### src/rtl/fifo_packet_writer_if.sv
// Stream-in / FIFO-write-out bundle for the packet writer.
// The slave side is the writer itself: it consumes the upstream stream
// and drives the async FIFO write port.
interface fifo_packet_writer_if #(
  parameter int DATA_WIDTH = 8
);
  logic                  s_valid;
  logic                  s_ready;
  logic [DATA_WIDTH-1:0] s_data;
  logic                  s_last;
  logic                  fifo_full;
  logic                  fifo_wr_en;
  logic [DATA_WIDTH-1:0] fifo_wr_data;

  modport slave (
    input  s_valid,
    input  s_data,
    input  s_last,
    input  fifo_full,
    output s_ready,
    output fifo_wr_en,
    output fifo_wr_data
  );

  modport master (
    output s_valid,
    output s_data,
    output s_last,
    output fifo_full,
    input  s_ready,
    input  fifo_wr_en,
    input  fifo_wr_data
  );
endinterface

### src/rtl/fifo_packet_writer.sv
// Packet framer in front of an async FIFO write port.
// Each upstream packet is written as: header {HDR_MARK, seq}, the payload
// bytes (at most MAX_LEN of them), then an XOR checksum trailer. Payload
// beyond MAX_LEN is accepted and discarded, and err_trunc latches.
// Only DATA_WIDTH = 8 and MAX_LEN in 1..255 are meaningful.
module fifo_packet_writer #(
  parameter int         DATA_WIDTH = 8,
  parameter logic [3:0] HDR_MARK   = 4'hA,
  parameter int         MAX_LEN    = 16
) (
  input  logic                 wr_clk,
  input  logic                 rst,
  fifo_packet_writer_if.slave  bus,
  output logic                 busy,
  output logic [15:0]          pkt_count,
  output logic                 err_trunc
);

  typedef enum logic [2:0] {
    IDLE = 3'd0,
    HDR  = 3'd1,
    PAY  = 3'd2,
    TRL  = 3'd3,
    DROP = 3'd4
  } state_t;

  // Beat index of the last payload byte a packet may carry.
  localparam logic [7:0] LAST_BEAT = 8'(MAX_LEN - 1);

  state_t                r_state;
  state_t                w_state_nxt;
  logic [3:0]            r_seq;
  logic [DATA_WIDTH-1:0] r_csum;
  logic [7:0]            r_beats;
  logic                  r_trunc;
  logic [15:0]           r_pkt_count;
  logic                  r_err_trunc;

  logic                  w_s_ready;
  logic                  w_wr_en;
  logic [DATA_WIDTH-1:0] w_wr_data;
  logic                  w_hdr_wr;
  logic                  w_beat_acc;
  logic                  w_beat_cut;
  logic                  w_trl_wr;
  logic                  w_drop_end;

  // State register; an asserted rst abandons any packet in flight at once.
  always_ff @(posedge wr_clk or posedge rst) begin
    if (rst) r_state <= IDLE;
    else     r_state <= w_state_nxt;
  end

  // Next state, handshake and FIFO word; nothing moves while the FIFO is full.
  always_comb begin
    w_state_nxt = r_state;
    w_s_ready   = 1'b0;
    w_wr_en     = 1'b0;
    w_wr_data   = '0;
    w_hdr_wr    = 1'b0;
    w_beat_acc  = 1'b0;
    w_beat_cut  = 1'b0;
    w_trl_wr    = 1'b0;
    w_drop_end  = 1'b0;
    case (r_state)
      IDLE: begin
        // s_valid only wakes us up; the beat itself is taken in PAY.
        if (bus.s_valid) w_state_nxt = HDR;
      end
      HDR: begin
        w_wr_data = {HDR_MARK, r_seq};
        w_wr_en   = !bus.fifo_full;
        if (!bus.fifo_full) begin
          w_hdr_wr    = 1'b1;
          w_state_nxt = PAY;
        end
      end
      PAY: begin
        w_s_ready = !bus.fifo_full;
        w_wr_en   = bus.s_valid && !bus.fifo_full;
        w_wr_data = bus.s_data;
        if (bus.s_valid && !bus.fifo_full) begin
          w_beat_acc = 1'b1;
          w_beat_cut = !bus.s_last && (r_beats == LAST_BEAT);
          if (bus.s_last || (r_beats == LAST_BEAT)) w_state_nxt = TRL;
        end
      end
      TRL: begin
        w_wr_data = r_csum;
        w_wr_en   = !bus.fifo_full;
        if (!bus.fifo_full) begin
          w_trl_wr    = 1'b1;
          w_state_nxt = r_trunc ? DROP : IDLE;
        end
      end
      DROP: begin
        // Swallow the oversize tail of a truncated packet, full or not.
        w_s_ready = 1'b1;
        if (bus.s_valid && bus.s_last) begin
          w_drop_end  = 1'b1;
          w_state_nxt = IDLE;
        end
      end
      default: w_state_nxt = IDLE;
    endcase
  end

  // Per-packet checksum and beat count, restarted by every header write.
  always_ff @(posedge wr_clk or posedge rst) begin
    if (rst) begin
      r_csum  <= '0;
      r_beats <= '0;
    end else if (w_hdr_wr) begin
      r_csum  <= '0;
      r_beats <= '0;
    end else if (w_beat_acc) begin
      r_csum  <= r_csum ^ bus.s_data;
      r_beats <= r_beats + 8'd1;
    end
  end

  // Sequence number and completed-packet count advance on the trailer write.
  always_ff @(posedge wr_clk or posedge rst) begin
    if (rst) begin
      r_seq       <= '0;
      r_pkt_count <= '0;
    end else if (w_trl_wr) begin
      r_seq       <= r_seq + 4'd1;
      r_pkt_count <= r_pkt_count + 16'd1;
    end
  end

  // Truncation tracking: pending until the dropped tail ends, sticky error.
  always_ff @(posedge wr_clk or posedge rst) begin
    if (rst) begin
      r_trunc     <= 1'b0;
      r_err_trunc <= 1'b0;
    end else begin
      if (w_beat_cut) begin
        r_trunc     <= 1'b1;
        r_err_trunc <= 1'b1;
      end else if (w_drop_end) begin
        r_trunc     <= 1'b0;
      end
    end
  end

  assign bus.s_ready      = w_s_ready;
  assign bus.fifo_wr_en   = w_wr_en;
  assign bus.fifo_wr_data = w_wr_data;
  assign busy             = (r_state != IDLE);
  assign pkt_count        = r_pkt_count;
  assign err_trunc        = r_err_trunc;

endmodule

### src/flat_wrapper.sv
// flat-port wrapper written by rule: the top's interface ports become plain ports
module fifo_packet_writer_flat 
#(
  parameter int         DATA_WIDTH = 8,
  parameter logic [3:0] HDR_MARK   = 4'hA,
  parameter int         MAX_LEN    = 16
)
  (wr_clk, rst, busy, pkt_count, err_trunc, bus_s_valid, bus_s_data, bus_s_last, bus_fifo_full, bus_s_ready, bus_fifo_wr_en, bus_fifo_wr_data);
  fifo_packet_writer_if #(.DATA_WIDTH(DATA_WIDTH)) bus_i ();
  input  logic wr_clk;
  input  logic rst;
  output logic busy;
  output logic [15:0] pkt_count;
  output logic err_trunc;
  input wire logic [$bits(bus_i.s_valid)-1:0] bus_s_valid;
  input wire logic [$bits(bus_i.s_data)-1:0] bus_s_data;
  input wire logic [$bits(bus_i.s_last)-1:0] bus_s_last;
  input wire logic [$bits(bus_i.fifo_full)-1:0] bus_fifo_full;
  output wire logic [$bits(bus_i.s_ready)-1:0] bus_s_ready;
  output wire logic [$bits(bus_i.fifo_wr_en)-1:0] bus_fifo_wr_en;
  output wire logic [$bits(bus_i.fifo_wr_data)-1:0] bus_fifo_wr_data;
  assign bus_i.s_valid = bus_s_valid;
  assign bus_i.s_data = bus_s_data;
  assign bus_i.s_last = bus_s_last;
  assign bus_i.fifo_full = bus_fifo_full;
  assign bus_s_ready = bus_i.s_ready;
  assign bus_fifo_wr_en = bus_i.fifo_wr_en;
  assign bus_fifo_wr_data = bus_i.fifo_wr_data;
  fifo_packet_writer #(.DATA_WIDTH(DATA_WIDTH), .HDR_MARK(HDR_MARK), .MAX_LEN(MAX_LEN)) u_core (.wr_clk(wr_clk), .rst(rst), .bus(bus_i), .busy(busy), .pkt_count(pkt_count), .err_trunc(err_trunc));
endmodule
### config.mk
export PLATFORM = sky130hd
export DESIGN_NAME = fifo_packet_writer_flat
export DESIGN_NICKNAME = d
export VERILOG_FILES = /design/src/rtl/fifo_packet_writer_if.sv /design/src/rtl/fifo_packet_writer.sv /design/src/flat_wrapper.sv
export SDC_FILE = /design/constraint.sdc
export NUM_CORES = 1
export LEC_CHECK = 0
export CORE_MARGIN = 3
export CORE_UTILIZATION = 30
export CTS_CLUSTER_SIZE = 25
export DETAILED_ROUTE_END_ITERATION = 16
export SKIP_LAST_GASP = 1
export SLEW_MARGIN = 20
export SYNTH_ARGS = -nofsm -noshare
export SYNTH_HDL_FRONTEND = slang
export SYNTH_SLANG_ARGS = --single-unit
### constraint.sdc
create_clock -name wr_clk -period 4.7 [get_ports wr_clk]
set_input_delay 0.94 -clock wr_clk [delete_from_list [all_inputs] [get_ports wr_clk]]
set_output_delay 0.94 -clock wr_clk [all_outputs]
set_load 0.02 [all_outputs]
==> results of run 1 <==
cell families (layout without fill, tap and decap cells):
kind of cell    Yosys count  in the layout  synth area share, %
buf+inv                  17             57                 3.74
flops                    41             41                 47.2
simple gates             97             97                 25.3
fa+ha+maj                 3              3                 1.73
compound gates           12             12                 3.51
mux                       9              9                 4.49
xor+xnor                 34             34                 14.0
cell type report:
cell class	count	area, sq um
tap	96	120
clock buffer	7	86.3
sequential	41	1030
clock inverter	1	30.0
fill	704	4130
multi-input combinational	155	1070
inverter	6	22.5
timing repair buffer	43	423
per-stage QoR:
step / std cells / hold slack [ns] / power (mW) / setup slack (ns) / util (%)
global placement: 341 / 0.465 / 1.10 / 0.882 / 38.5
global route: 349 / 0.509 / 1.48 / 0.768 / 40.2
finish: 349 / 0.479 / 1.39 / 0.856 / 40.2
detailed placement: 341 / 0.462 / 1.10 / 0.863 / 38.5
floorplan: 213 / 0.442 / 0.889 / 1.93 / -
CTS: 349 / 0.483 / 1.40 / 0.861 / 40.2
worst reg2reg max path, stage by stage (launching register included):
cell      delay (ns)
dfrtp_1         0.79
and4bb_1        0.64
nand4_4         0.21
or4_4           0.58
xnor2_2         0.14
cell usage after synthesis, drive strengths merged, types with 5 or more instances:
cell type,n,area [sq um]
dfrtp,41,1030
xor2,18,158
nand4,6,52.6
a22oi,5,37.5
xnor2,16,148
nand3b,10,75.1
nand2,12,45.0
mux2,6,67.6
nor2,33,124
clkbuf,7,26.3
nand3,8,40.0
inv,6,22.5
state kept, by name (all words and copies together) (netlist names):
register / cells
u_core.r_beats: 8
u_core.r_trunc: 1
u_core.r_state: 3
u_core.pkt_count: 16
u_core.r_seq: 4
u_core.err_trunc: 1
u_core.r_csum: 8
layer usage:
layer / GRT usage [%] / routed length, microns / share of wire [%] / vias up
li1: - / - / - / 797
met1: 16.0 / 2340 / 50 / 758
met2: 18.1 / 2060 / 44 / 35
met3: 3.89 / 220 / 4.7 / 2
met4: 3.39 / 35 / 0.75 / 0
met5: 0 / 0 / 0 / -
path summary, 6_finish.rpt:
| path | to | cells past startpoint |
|---|---|---|
| worst max-delay path | bus_fifo_wr_en | 5 |
| worst min-delay path | u_core.err_trunc$_DFFE_PP0P_ | 1 |
| worst max register to register | u_core.pkt_count[15]$_DFFE_PP0P_ | 4 |
| worst min register to register | u_core.err_trunc$_DFFE_PP0P_ | 1 |
| max in group asynchronous | u_core.pkt_count[2]$_DFFE_PP0P_ | 3 |
| min in group asynchronous | u_core.pkt_count[10]$_DFFE_PP0P_ | 2 |
report_power, final:
| part | switching (mW) | leakage (nW) | total, mW | internal (mW) |
|---|---|---|---|---|
| sequential | 0.130 | 0.542 | 0.564 | 0.434 |
| clock | 0.123 | 0.0585 | 0.297 | 0.173 |
| combinational | 0.256 | 0.596 | 0.528 | 0.272 |
cell usage in the layout (no fill, tap or decap), drive strengths merged:
cell type      instances
nor4                   1
and3                   2
nor3b                  2
xnor2                 16
a32oi                  1
a21oi                  3
nor2b                  4
clkbuf                 7
and2                   1
or2                    1
nand4                  6
nor2                  33
or3                    2
dfrtp                 41
a22oi                  5
mux2                   6
nand3b                10
and3b                  1
or4                    1
mux2i                  3
inv                    6
ha                     3
bufinv                 1
o21ai                  3
xor2                  18
nand4b                 1
nand2b                 3
nand2                 12
nor3                   3
buf                    3
and4bb                 2
nand3                  8
clkdlybuf4s50         40
and4                   2
nor4b                  1
or3b                   1
==> reports/summary.txt, run 1 <==
Min-Delay Path Class -> register to register
Clk Latency, worst-skew pair -> 0.29 ns
CTS Root Cell -> clkbuf_8
Buffers & Inverters on Critical Path -> 2
fmax -> 260 MHz
WS Path Type -> primary input to primary output
WL per Instance -> 13.3 microns
Die X -> 91.1 microns
FF-to-FF Start -> u_core.r_state[0]$_DFFE_PP0P_
crit-path cells -> clkdlybuf4s50_1 -> and4bb_2 -> nor2b_1 -> or2_2 -> clkdlybuf4s50_1
worst setup path startpoint -> bus_fifo_full
Core Rows -> 30
CTS tree -> built
first-pass GRT wire length -> 7.88 mm
final setup fails -> 0
Initial DRT Pass Iterations -> 4
Starting Density -> 31.5%
H-tree lvl count -> 2
synth unique cells -> 38
CTS Hold Bufs -> 0
# port buffers -> 40
Worst Clk Skew -> 0.0101 ns
crit end category -> primary output
Power Dens Cells -> 500 mW/mm^2
Iter 0 DRT Violations -> 60
CTS resizes -> 0
Ports -> 41
Async SR Flop Fraction -> 100%
period utilization -> 81.8%
pin count of the biggest net entering global routing -> 29
R2R setup slack -> 2.23 ns
maxcap violations -> 0
synthesized area -> 0.00217 sq mm
Peak VDD IR -> 0.247 mV
initial antenna violation count -> 0
vias in the first global route -> 1589
nature of the critical path startpoint -> primary input
drt drc -> 0
GR Overflow Total -> 0
Main synth FF type -> dfrtp_1
Max Root-Sink Buffers -> 2
Total Wirelength -> 4.65 mm
HP Start -> u_core.err_trunc$_DFFE_PP0P_
cts bufs inserted -> 5
worst path required time -> 3.76 ns
Pleak -> 1.20 nW
CP delay by family, top -> buffers and inverters
Core Box Area -> 0.00691 sq mm
final instance area -> 0.00277 sq mm
slew margin rel. -> 41.5%
number of enable flip-flop cells after synthesis -> 0
synthesized flop and latch total -> 41
Die ar. -> 0.00830 sq mm
ant diodes -> 0
Slew Limit Fails -> 0
most repeated library cell on the critical path -> clkdlybuf4s50_1
All-Layer GR Usage -> 11.8%
DIE HEIGHT -> 91.1 microns
register area share after synthesis -> 47.2%
Hold Fails Final Rpt -> 0
Vias per Instance -> 4.56
share of cells above drive strength 1 -> 8.70%
Layout area overhead -> 27.6%
Worst Path Max Fanout -> 9
Final nets -> 268
average cell area after synthesis -> 10.2 sq um
ANT nets after route -> 0
Slowest cell on crit path -> clkdlybuf4s50_1
RePlAce Congestion -> 0.785
status -> finished, final reports clean
dpl hpwl -> 3.24 mm
worst slew pin tran -> 0.877 ns
Arr. time, crit path -> 2.90 ns
Mapped Cells -> 213
dpl cell area -> 0.00266 sq mm
Yosys warnings -> 0
clock net sink count -> 41
setup_tns -> 0 ns
Syn Nets -> 229
vias post-DR -> 1592
RSZ-0062 raised after global routing -> false
max incr delay on CP -> 0.65 ns
post-CTS setup buffers -> 0
clk slew on worst S/H paths -> 0.08 ns
fin crit period -> 3.84 ns
(Power assumes the default switching activity.)
==> run 2: changes to the inputs <==
==> constraint.sdc (replaced) <==
create_clock -name wr_clk -period 3.6 [get_ports wr_clk]
set_input_delay 0.72 -clock wr_clk [delete_from_list [all_inputs] [get_ports wr_clk]]
set_output_delay 0.72 -clock wr_clk [all_outputs]
set_load 0.02 [all_outputs]
==> run 2 against run 1 <==
  * Non-clock buffer count grew 6
  * Wire length shrank 1.9%
  * Clock power shrank 4%
  * Cell area grew 0.32%
  * Die area is the same
  * Clock skew shrank 0.0059 ns
  * First-iteration DRC count grew 30%
  * Combinational power grew 42%
  * Sequential power grew 25%
  * Total power grew 25%
  * Register-to-register slack lost 0.81 ns
  * Clock-buffer cell count grew 1
  * Largest cell class unchanged
==> reports/summary.txt, run 2 (synthesis gave the netlist of run 1 again) <==
R2R setup slack -> 1.42 ns (-0.81 ns)
Finished Core Util -> 40.3% (+0.13 points)
fill count -> 718 (+2.0%)
Slew Limit Fails -> 0 (unchanged)
Worst Clk Skew -> 0.00417 ns (-0.00592 ns)
R2R depth -> 6 (+2)
worst path required time -> 2.88 ns (-0.88 ns)
Starting Density -> 31.5% (unchanged)
DIE HEIGHT -> 91.1 microns (unchanged)
Arr. time, crit path -> 2.42 ns (-0.48 ns)
commonest non-fill, non-tap cell in the layout -> dfrtp_1
max FFs per register -> 16 (unchanged)
Pleak -> 1.21 nW (+1.0%)
ant diodes -> 0 (unchanged)
Min-Delay Path Class -> register to register
Max Root-Sink Buffers -> 2 (unchanged)
nature of the critical path startpoint -> primary input
Total Wirelength -> 4.56 mm (-1.9%)
Die ar. -> 0.00830 sq mm (unchanged)
first-pass GRT wire length -> 8.02 mm (+1.8%)
FF-to-FF Start -> u_core.r_state[1]$_DFFE_PP0P_
WS Path Type -> primary input to primary output
HP Start -> u_core.err_trunc$_DFFE_PP0P_
slew margin rel. -> 65.4% (+24 points)
share of cells above drive strength 1 -> 10.0% (+1.3 points)
setup_tns -> 0 ns (unchanged)
RSZ-0062 raised after global routing -> false
WHS -> 0.477 ns (-0.00196 ns)
Cells on Worst Hold Path -> 1 (unchanged)
CTS Hold Bufs -> 0 (unchanged)
Initial DRT Pass Iterations -> 4 (unchanged)
final instance area -> 0.00278 sq mm (+0.32%)
reg2reg end -> u_core.pkt_count[15]$_DFFE_PP0P_
Clk Latency, worst-skew pair -> 0.28 ns (about the same)
pin count of the biggest net entering global routing -> 42 (+45%)
Hold Fails Final Rpt -> 0 (unchanged)
Core Box Area -> 0.00691 sq mm (unchanged)
clk slew on worst S/H paths -> 0.07 ns (about the same)
CTS Root Cell -> clkbuf_8
Iter 0 DRT Violations -> 78 (+30%)
Core Rows -> 30 (unchanged)
dpl hpwl -> 3.23 mm (-0.28%)
# port buffers -> 40 (unchanged)
Final nets -> 274 (+2.2%)
ANT nets after route -> 0 (unchanged)
cts bufs inserted -> 5 (unchanged)
initial antenna violation count -> 0 (unchanged)
RePlAce Congestion -> 0.769 (-2.0%)
max layer used -> met4
dpl cell area -> 0.00270 sq mm (+1.7%)
Met3 Wirelength -> 240 microns (+9.1%)
period utilization -> 87.3%
All-Layer GR Usage -> 12.0% (+0.17 points)
Ports -> 41 (unchanged)
drt drc -> 0 (unchanged)
WL per Instance -> 12.9 microns (-3.5%)
metal2 WL -> 2.05 mm (-0.24%)
GR Overflow Total -> 0 (unchanged)
DRT met1 WL -> 2.21 mm (-5.4%)
Hold EP -> u_core.err_trunc$_DFFE_PP0P_
Die X -> 91.1 microns (unchanged)
most frequent cells in the layout -> dfrtp_1, clkdlybuf4s50_1, nor2_1
fin crit period -> 3.14 ns
crit end category -> primary output
final setup fails -> 0 (unchanged)
worst slew pin tran -> 0.519 ns (-0.358 ns)
fmax -> 318 MHz
CTS resizes -> 0 (unchanged)
maxcap violations -> 0 (unchanged)
H-tree lvl count -> 2 (unchanged)
CTS tree -> built
vias in the first global route -> 1644 (+3.5%)
Power Dens Cells -> 624 mW/mm^2 (+25%)
post-CTS setup buffers -> 0 (unchanged)
Worst Path Max Fanout -> 2 (-7)
Vias per Instance -> 4.58 (+0.41%)
clock net sink count -> 41 (unchanged)
vias post-DR -> 1626 (+2.1%)
status -> finished, final reports clean
Layout area overhead -> 28.0%
Peak VDD IR -> 0.365 mV (+48%)
run 2: per-layer routing:
layer / vias up / GRT usage, %
met4: 0 / 4.15
met5: - / 0
met2: 36 / 18.8
met1: 778 / 15.8
met3: 5 / 3.56
li1: 807 / -
run 2: final cells by class:
cell class / count / area [sq um] / share of cell area (%)
well taps: 96 / 120 / 4.32
multi-input cells: 155 / 1070 / 38.3
flip-flops and latches: 41 / 1030 / 36.9
inverters: 6 / 22.5 / 0.809
clock buffers: 8 / 80.1 / 2.88
repair buffers: 49 / 468 / 16.8
run 2: metrics by stage:
stage / instances / power [mW] / setup slack, ns
after detailed placement: 347 / 1.47 / 0.458
after CTS: 355 / 1.77 / 0.443
after global routing: 355 / 1.86 / 0.396
after floorplan: 213 / 1.16 / 1.27
final: 355 / 1.74 / 0.458
after global placement: 347 / 1.45 / 0.470
run 2: worst max-delay path by stage:
stage	cells past startpoint	startpoint	end
2_1_floorplan	4	bus_fifo_full	bus_fifo_wr_en
3_3_place_gp	5	bus_fifo_full	bus_fifo_wr_en
3_5_place_dp	5	bus_fifo_full	bus_fifo_wr_en
4_1_cts	5	bus_fifo_full	bus_fifo_wr_en
5_1_grt	5	bus_fifo_full	bus_fifo_wr_en
6_report	5	bus_fifo_full	bus_fifo_wr_en
run 2: worst max-delay path: stages:
cell and delay, ns:
clkdlybuf4s50_1 0.49, and4bb_2 0.25, nor2b_1 0.13, or2_2 0.29, clkdlybuf4s50_1 0.54
run 2: power breakdown:
group	switching [mW]	internal, mW	total, mW
logic	0.371	0.376	0.748
registers	0.135	0.568	0.703
clock network	0.148	0.138	0.286
